### config.mk
export PLATFORM = sky130hd
export DESIGN_NAME = composite_decoder_flat
export DESIGN_NICKNAME = d
export VERILOG_FILES = /design/src/rtl/composite_decoder_if.sv /design/src/rtl/composite_decoder.sv /design/src/flat_wrapper.sv
export SDC_FILE = /design/constraint.sdc
export NUM_CORES = 1
export LEC_CHECK = 0
export ABC_AREA = 0
export BUFFER_PORTS_ARGS = -buffer_cell sky130_fd_sc_hd__buf_2
export CORE_MARGIN = 2
export CORE_UTILIZATION = 59
export DETAILED_ROUTE_END_ITERATION = 6
export PLACE_DENSITY = 0.8
export SYNTH_ARGS = -nofsm -noshare
export SYNTH_HDL_FRONTEND = slang
export SYNTH_SLANG_ARGS = --single-unit
### constraint.sdc
create_clock -name clk_142mhz -period 3.6 [get_ports clk_142mhz]
set_input_delay 0.18 -clock clk_142mhz [delete_from_list [all_inputs] [get_ports clk_142mhz]]
set_output_delay 0.18 -clock clk_142mhz [all_outputs]
set_load 0.05 [all_outputs]
### src/rtl/composite_decoder_if.sv
// Composite decoder sample/result bundle: one composite input sample per clock and the
// per-window luma/chroma results plus sync pulses and line count.
interface composite_decoder_if;
    logic [5:0] composite;
    logic [5:0] luma;
    logic       chroma_present;
    logic       sample_valid;
    logic       hsync;
    logic       vsync;
    logic [8:0] line_count;

    modport master (
        output composite,
        input  luma,
        input  chroma_present,
        input  sample_valid,
        input  hsync,
        input  vsync,
        input  line_count
    );

    modport slave (
        input  composite,
        output luma,
        output chroma_present,
        output sample_valid,
        output hsync,
        output vsync,
        output line_count
    );
endinterface

### src/rtl/composite_decoder.sv
// Composite receive path: per-carrier-period min/max reduction into luma and chroma flag,
// plus a sync-run FSM producing hsync/vsync and a line count. Optional COMPOSITE_DECODER_BLANK_EN.
module composite_decoder #(
    parameter int unsigned HSYNC_MIN_WIN = 8,
    parameter int unsigned VSYNC_MIN_WIN = 64,
    parameter int unsigned SYNC_LEVEL    = 4,
    parameter int unsigned CHROMA_THRESH = 8
) (
    input logic                clk_142mhz,
    input logic                reset,
    composite_decoder_if.slave bus
);

    localparam logic [6:0] SyncLevel    = 7'(SYNC_LEVEL);
    localparam logic [6:0] ChromaThresh = 7'(CHROMA_THRESH);
    localparam logic [7:0] HsyncMin     = 8'(HSYNC_MIN_WIN);
    localparam logic [7:0] VsyncMin     = 8'(VSYNC_MIN_WIN);
    localparam logic [7:0] RunMax       = 8'd255;
    localparam logic [8:0] LineMax      = 9'd511;
    localparam logic [4:0] PhaseLast    = 5'd31;

    // ---------------------------------------------------------------- window reduction
    logic [4:0] phase_q, phase_d;
    logic [5:0] min_q, min_d;
    logic [5:0] max_q, max_d;
    logic [5:0] luma_q, luma_d;
    logic       chroma_q, chroma_d;
    logic       valid_q, valid_d;
    logic       win_sync_q, win_sync_d;

    logic [5:0] fin_min;
    logic [5:0] fin_max;
    logic [5:0] swing;
    logic       win_sync;
    logic       win_chroma;

    always_comb begin
        fin_min    = (bus.composite < min_q) ? bus.composite : min_q;
        fin_max    = (bus.composite > max_q) ? bus.composite : max_q;
        swing      = fin_max - fin_min;
        win_sync   = {1'b0, fin_min} < SyncLevel;
        win_chroma = {1'b0, swing} >= ChromaThresh;

        phase_d    = phase_q + 5'd1;
        min_d      = fin_min;
        max_d      = fin_max;
        luma_d     = luma_q;
        chroma_d   = chroma_q;
        valid_d    = 1'b0;
        win_sync_d = win_sync_q;

        if (phase_q == 5'd0) begin
            min_d = bus.composite;
            max_d = bus.composite;
        end

        if (phase_q == PhaseLast) begin
            valid_d    = 1'b1;
            win_sync_d = win_sync;
`ifdef COMPOSITE_DECODER_BLANK_EN
            luma_d     = win_sync ? 6'd0 : fin_min;
            chroma_d   = win_sync ? 1'b0 : win_chroma;
`else
            luma_d     = fin_min;
            chroma_d   = win_chroma;
`endif
        end
    end

    always_ff @(posedge clk_142mhz) begin
        if (reset) begin
            phase_q    <= 5'd0;
            min_q      <= 6'd63;
            max_q      <= 6'd0;
            luma_q     <= 6'd0;
            chroma_q   <= 1'b0;
            valid_q    <= 1'b0;
            win_sync_q <= 1'b0;
        end else begin
            phase_q    <= phase_d;
            min_q      <= min_d;
            max_q      <= max_d;
            luma_q     <= luma_d;
            chroma_q   <= chroma_d;
            valid_q    <= valid_d;
            win_sync_q <= win_sync_d;
        end
    end

    // ---------------------------------------------------------------- sync run FSM
    typedef enum logic [0:0] {StActive, StSync} sync_state_e;

    sync_state_e state_q;
    logic [7:0]  run_q;
    logic [7:0]  run_inc;
    logic        hsync_q;
    logic        vsync_q;
    logic [8:0]  line_count_q;

    assign run_inc = (run_q == RunMax) ? run_q : run_q + 8'd1;

    // The window flags in valid_q/win_sync_q are already registered, so the FSM acts one
    // cycle after the window closes and its pulses land in the cycle after sample_valid.
    always_ff @(posedge clk_142mhz) begin
        if (reset) begin
            state_q      <= StActive;
            run_q        <= 8'd0;
            hsync_q      <= 1'b0;
            vsync_q      <= 1'b0;
            line_count_q <= 9'd0;
        end else begin
            hsync_q <= 1'b0;
            vsync_q <= 1'b0;
            if (valid_q) begin
                unique case (state_q)
                    StActive: begin
                        if (win_sync_q) begin
                            state_q <= StSync;
                            run_q   <= 8'd1;
                        end
                    end
                    StSync: begin
                        if (win_sync_q) begin
                            run_q <= run_inc;
                            // A saturated run never re-fires: run_inc only equals run_q at 255.
                            if (run_inc == VsyncMin && run_q != VsyncMin) begin
                                vsync_q      <= 1'b1;
                                line_count_q <= 9'd0;
                            end
                        end else begin
                            state_q <= StActive;
                            run_q   <= 8'd0;
                            if (run_q >= HsyncMin && run_q < VsyncMin) begin
                                hsync_q      <= 1'b1;
                                line_count_q <= (line_count_q == LineMax) ? line_count_q
                                                                          : line_count_q + 9'd1;
                            end
                        end
                    end
                    default: begin
                        state_q <= StActive;
                        run_q   <= 8'd0;
                    end
                endcase
            end
        end
    end

    assign bus.luma           = luma_q;
    assign bus.chroma_present = chroma_q;
    assign bus.sample_valid   = valid_q;
    assign bus.hsync          = hsync_q;
    assign bus.vsync          = vsync_q;
    assign bus.line_count     = line_count_q;

endmodule
### src/flat_wrapper.sv
// flat-port wrapper written by rule: the top's interface ports become plain ports
module composite_decoder_flat 
#(
    parameter int unsigned HSYNC_MIN_WIN = 8,
    parameter int unsigned VSYNC_MIN_WIN = 64,
    parameter int unsigned SYNC_LEVEL    = 4,
    parameter int unsigned CHROMA_THRESH = 8
)
  (clk_142mhz, reset, bus_composite, bus_luma, bus_chroma_present, bus_sample_valid, bus_hsync, bus_vsync, bus_line_count);
  composite_decoder_if bus_i ();
  input logic clk_142mhz;
  input logic reset;
  input wire logic [$bits(bus_i.composite)-1:0] bus_composite;
  output wire logic [$bits(bus_i.luma)-1:0] bus_luma;
  output wire logic [$bits(bus_i.chroma_present)-1:0] bus_chroma_present;
  output wire logic [$bits(bus_i.sample_valid)-1:0] bus_sample_valid;
  output wire logic [$bits(bus_i.hsync)-1:0] bus_hsync;
  output wire logic [$bits(bus_i.vsync)-1:0] bus_vsync;
  output wire logic [$bits(bus_i.line_count)-1:0] bus_line_count;
  assign bus_i.composite = bus_composite;
  assign bus_luma = bus_i.luma;
  assign bus_chroma_present = bus_i.chroma_present;
  assign bus_sample_valid = bus_i.sample_valid;
  assign bus_hsync = bus_i.hsync;
  assign bus_vsync = bus_i.vsync;
  assign bus_line_count = bus_i.line_count;
  composite_decoder #(.HSYNC_MIN_WIN(HSYNC_MIN_WIN), .VSYNC_MIN_WIN(VSYNC_MIN_WIN), .SYNC_LEVEL(SYNC_LEVEL), .CHROMA_THRESH(CHROMA_THRESH)) u_core (.clk_142mhz(clk_142mhz), .reset(reset), .bus(bus_i));
endmodule
==> flow_summary.toml <==
[outcome]
status = "complete, no violations"

[clock_network]
clk_path_buf_depth = 2
ctsResizeCount = 0
clk_pin_slew_worst_paths_ns = 0.09
cts_setup_buffers = 0
cts_buffers = 5
cts_hold_buf = 0
cts_tree = "yes"
cts_num_sinks = 46
clk_latency_ns = 0.31
htreeDepth = 2
root_buffer = "clkbuf_8"

[run]
drv_cap = 0

[sta]
setup_violations = 0
slew_viol_final = 0
setup_tns_ns = 0
setup_slack_ns = 0.444
period_share = 0.877
fin_hold_ws_ns = 0.235
grt_setup_unrepaired = "no"
min_period_ns = 3.16
fmax_mhz = 317
finalClockSkew_ns = 0.00968
slew_headroom = 0.443
worst_slew_pin_slew_ns = 0.836
hold_viol = 0

[placed_design]
gp_congestion = 0.916
pre_cts_slack_ns = 0.420
dp_hpwl_mm = 3.90
port_buffers = 26
placed_area_mm2 = 0.00290

[floorplan]
fp.coreArea_mm2 = 0.00444
ios = 27
die_h_um = 72.4
die-width_um = 72.4
row_count = 24
fp.dieArea_mm2 = 0.00524
start_util = 0.621

[finish]
drive_gt1_frac = 0.150
area_growth_pct = 8.52
nNetsFinal = 377
antenna_cells = 0
finish.instance_area_mm2 = 0.00300

[synthesis]
synth_seq_cells = 46
ys.flop_type = "dfxtp_1"
ys_types = 56
syn-instance-count = 325
synth.avg_cell_area_um2 = 8.50
ys_seq_area_frac = 0.333
syn_nets = 357
synth_warnings = 0
netlist_area_mm2 = 0.00276
synth-async-reset-ratio = 0
synth_edf_count = 0

[routing]
dr_total_vias = 2310
drc = 0
wl_per_cell_um = 13.9
first_pass_iters = 4
top_layer_used = "met4"
dr_wl_met2_mm = 2.48
via_per_inst = 5.80
met3_wirelength_um = 159
drtIter0Drc = 201
wl_met1_mm = 2.84
final_antenna_net_count = 0
totalWireLength_mm = 5.51

[critical_path]
crit_type = "reg -> reg"
cp-start-kind = "flop"
path_max_fanout = 6
critPathRequiredTime_ns = 3.82
critPathCaptureType = "flop"
arrival_ns = 3.37

[power_and_ir_drop]
p_leak_nw = 1.36
p_total_w = 0.00115
p_per_area_mw_per_mm2 = 383
vdd_drop_max_v = 0.000310

[grt]
grt_pass1_vias = 2088
antenna_found_initial = 0
grt_max_degree = 47
grt_overflow = 0
grt_first_pass_wirelength_mm = 9.55
grt_use_total = 0.226

[min_path]
worstHoldPathType = "in -> reg"
==> registers in the layout (all words and copies together) (netlist names) <==
| name | flops |
|---|---|
| u_core.bus.vsync | 1 |
| u_core.max_q | 6 |
| u_core.state_q | 1 |
| u_core.bus.luma | 6 |
| u_core.bus.sample_valid | 1 |
| u_core.bus.chroma_present | 1 |
| u_core.bus.line_count | 9 |
| u_core.run_q | 8 |
| u_core.phase_q | 5 |
| u_core.bus.hsync | 1 |
| u_core.min_q | 6 |
| u_core.win_sync_q | 1 |
==> worst max-delay path, cell delays in order, from the launching register on <==
cell and delay, ns:
dfxtp_1 0.32, inv_1 0.04, ha_1 0.30, a21oi_1 0.15, a21boi_1 0.08, o32a_1 0.40, o21ai_1 0.29, ha_1 0.28
nor2b_1 0.13, o21ai_1 0.27, nand2b_1 0.12, a21o_1 0.19, a21oi_1 0.17, xor2_1 0.08, a311oi_1 0.25
==> per-stage QoR <==
stage          utilization  cells
6_report             0.674    398
5_1_grt              0.674    398
4_1_cts              0.674    398
3_5_place_dp         0.652    390
3_3_place_gp         0.652    390
2_1_floorplan            -    325
==> power breakdown <==
part	leakage (nW)	switching (W)	internal [W]
Combinational	0.938	0.000154	0.000116
Clock	0.0506	0.000195	0.000145
Sequential	0.374	0.0000112	0.000528
==> worst paths after layout <==
check / start / endpoint / slack, ns / depth (start not counted)
hold / removal: bus_composite[1] / u_core.max_q[1] / 0.23 / 3
hold reg to reg: u_core.phase_q[0] / u_core.phase_q[0] / 0.47 / 1
setup reg to reg: u_core.max_q[4] / u_core.bus.chroma_present / 0.44 / 14
setup / recovery: u_core.max_q[4] / u_core.bus.chroma_present / 0.44 / 14
==> final cells by class <==
class / instances / area, µm²
clock inverters: 3 / 28.8
repair buffers: 30 / 160
fillers: 379 / 1450
well taps: 52 / 65.1
multi-input cells: 243 / 1680
inverters: 19 / 71.3
flip-flops and latches: 46 / 921
clock buffers: 5 / 68.8
==> cells by family (layout without fill, tap and decap cells) <==
family	count (synthesis)	in the layout	share of synthesized area
buf+inv	36	57	0.0575
xor+xnor	5	5	0.0159
compound gates	83	83	0.209
simple gates	121	121	0.237
flops	46	46	0.333
mux	10	10	0.0362
fa+ha+maj	24	24	0.111
==> synth_stat cells (all sizes together) (9+ instances only) <==
library cell	instances	area (µm²)
mux2i	10	100
nand3	10	65.1
dfxtp	46	921
and3	9	56.3
nor2b	9	56.3
inv	19	71.3
nor2	28	108
nor3	16	80.1
a21oi	32	171
buf	9	57.6
nand2b	9	56.3
nand2	17	63.8
ha	23	288
o21ai	13	68.8
==> placed cells by master, fill, tap and decap left out, drive strengths merged, types with 2 or more instances in the layout <==
| master | instances |
|---|---|
| a21boi | 3 |
| or2 | 6 |
| o21ai | 13 |
| nand2 | 17 |
| a21o | 3 |
| inv | 21 |
| nor2 | 28 |
| xor2 | 3 |
| a311oi | 2 |
| a211oi | 8 |
| nand4b | 2 |
| nor2b | 9 |
| clkbuf | 5 |
| nand2b | 9 |
| xnor2 | 2 |
| nand3 | 10 |
| nand4 | 4 |
| a21oi | 32 |
| and3 | 9 |
| o211a | 5 |
| ha | 23 |
| dfxtp | 46 |
| o21bai | 2 |
| and2 | 4 |
| nor3 | 16 |
| or3 | 2 |
| mux2i | 10 |
| a31oi | 4 |
| a41oi | 3 |
| buf | 30 |
==> layer usage <==
metal,track usage,up-vias
met5,0,-
met1,0.322,1053
met2,0.353,38
li1,-,1215
met3,0.0333,4
met4,0.0741,0
No activity file was read; power rests on OpenSTA's default activity.
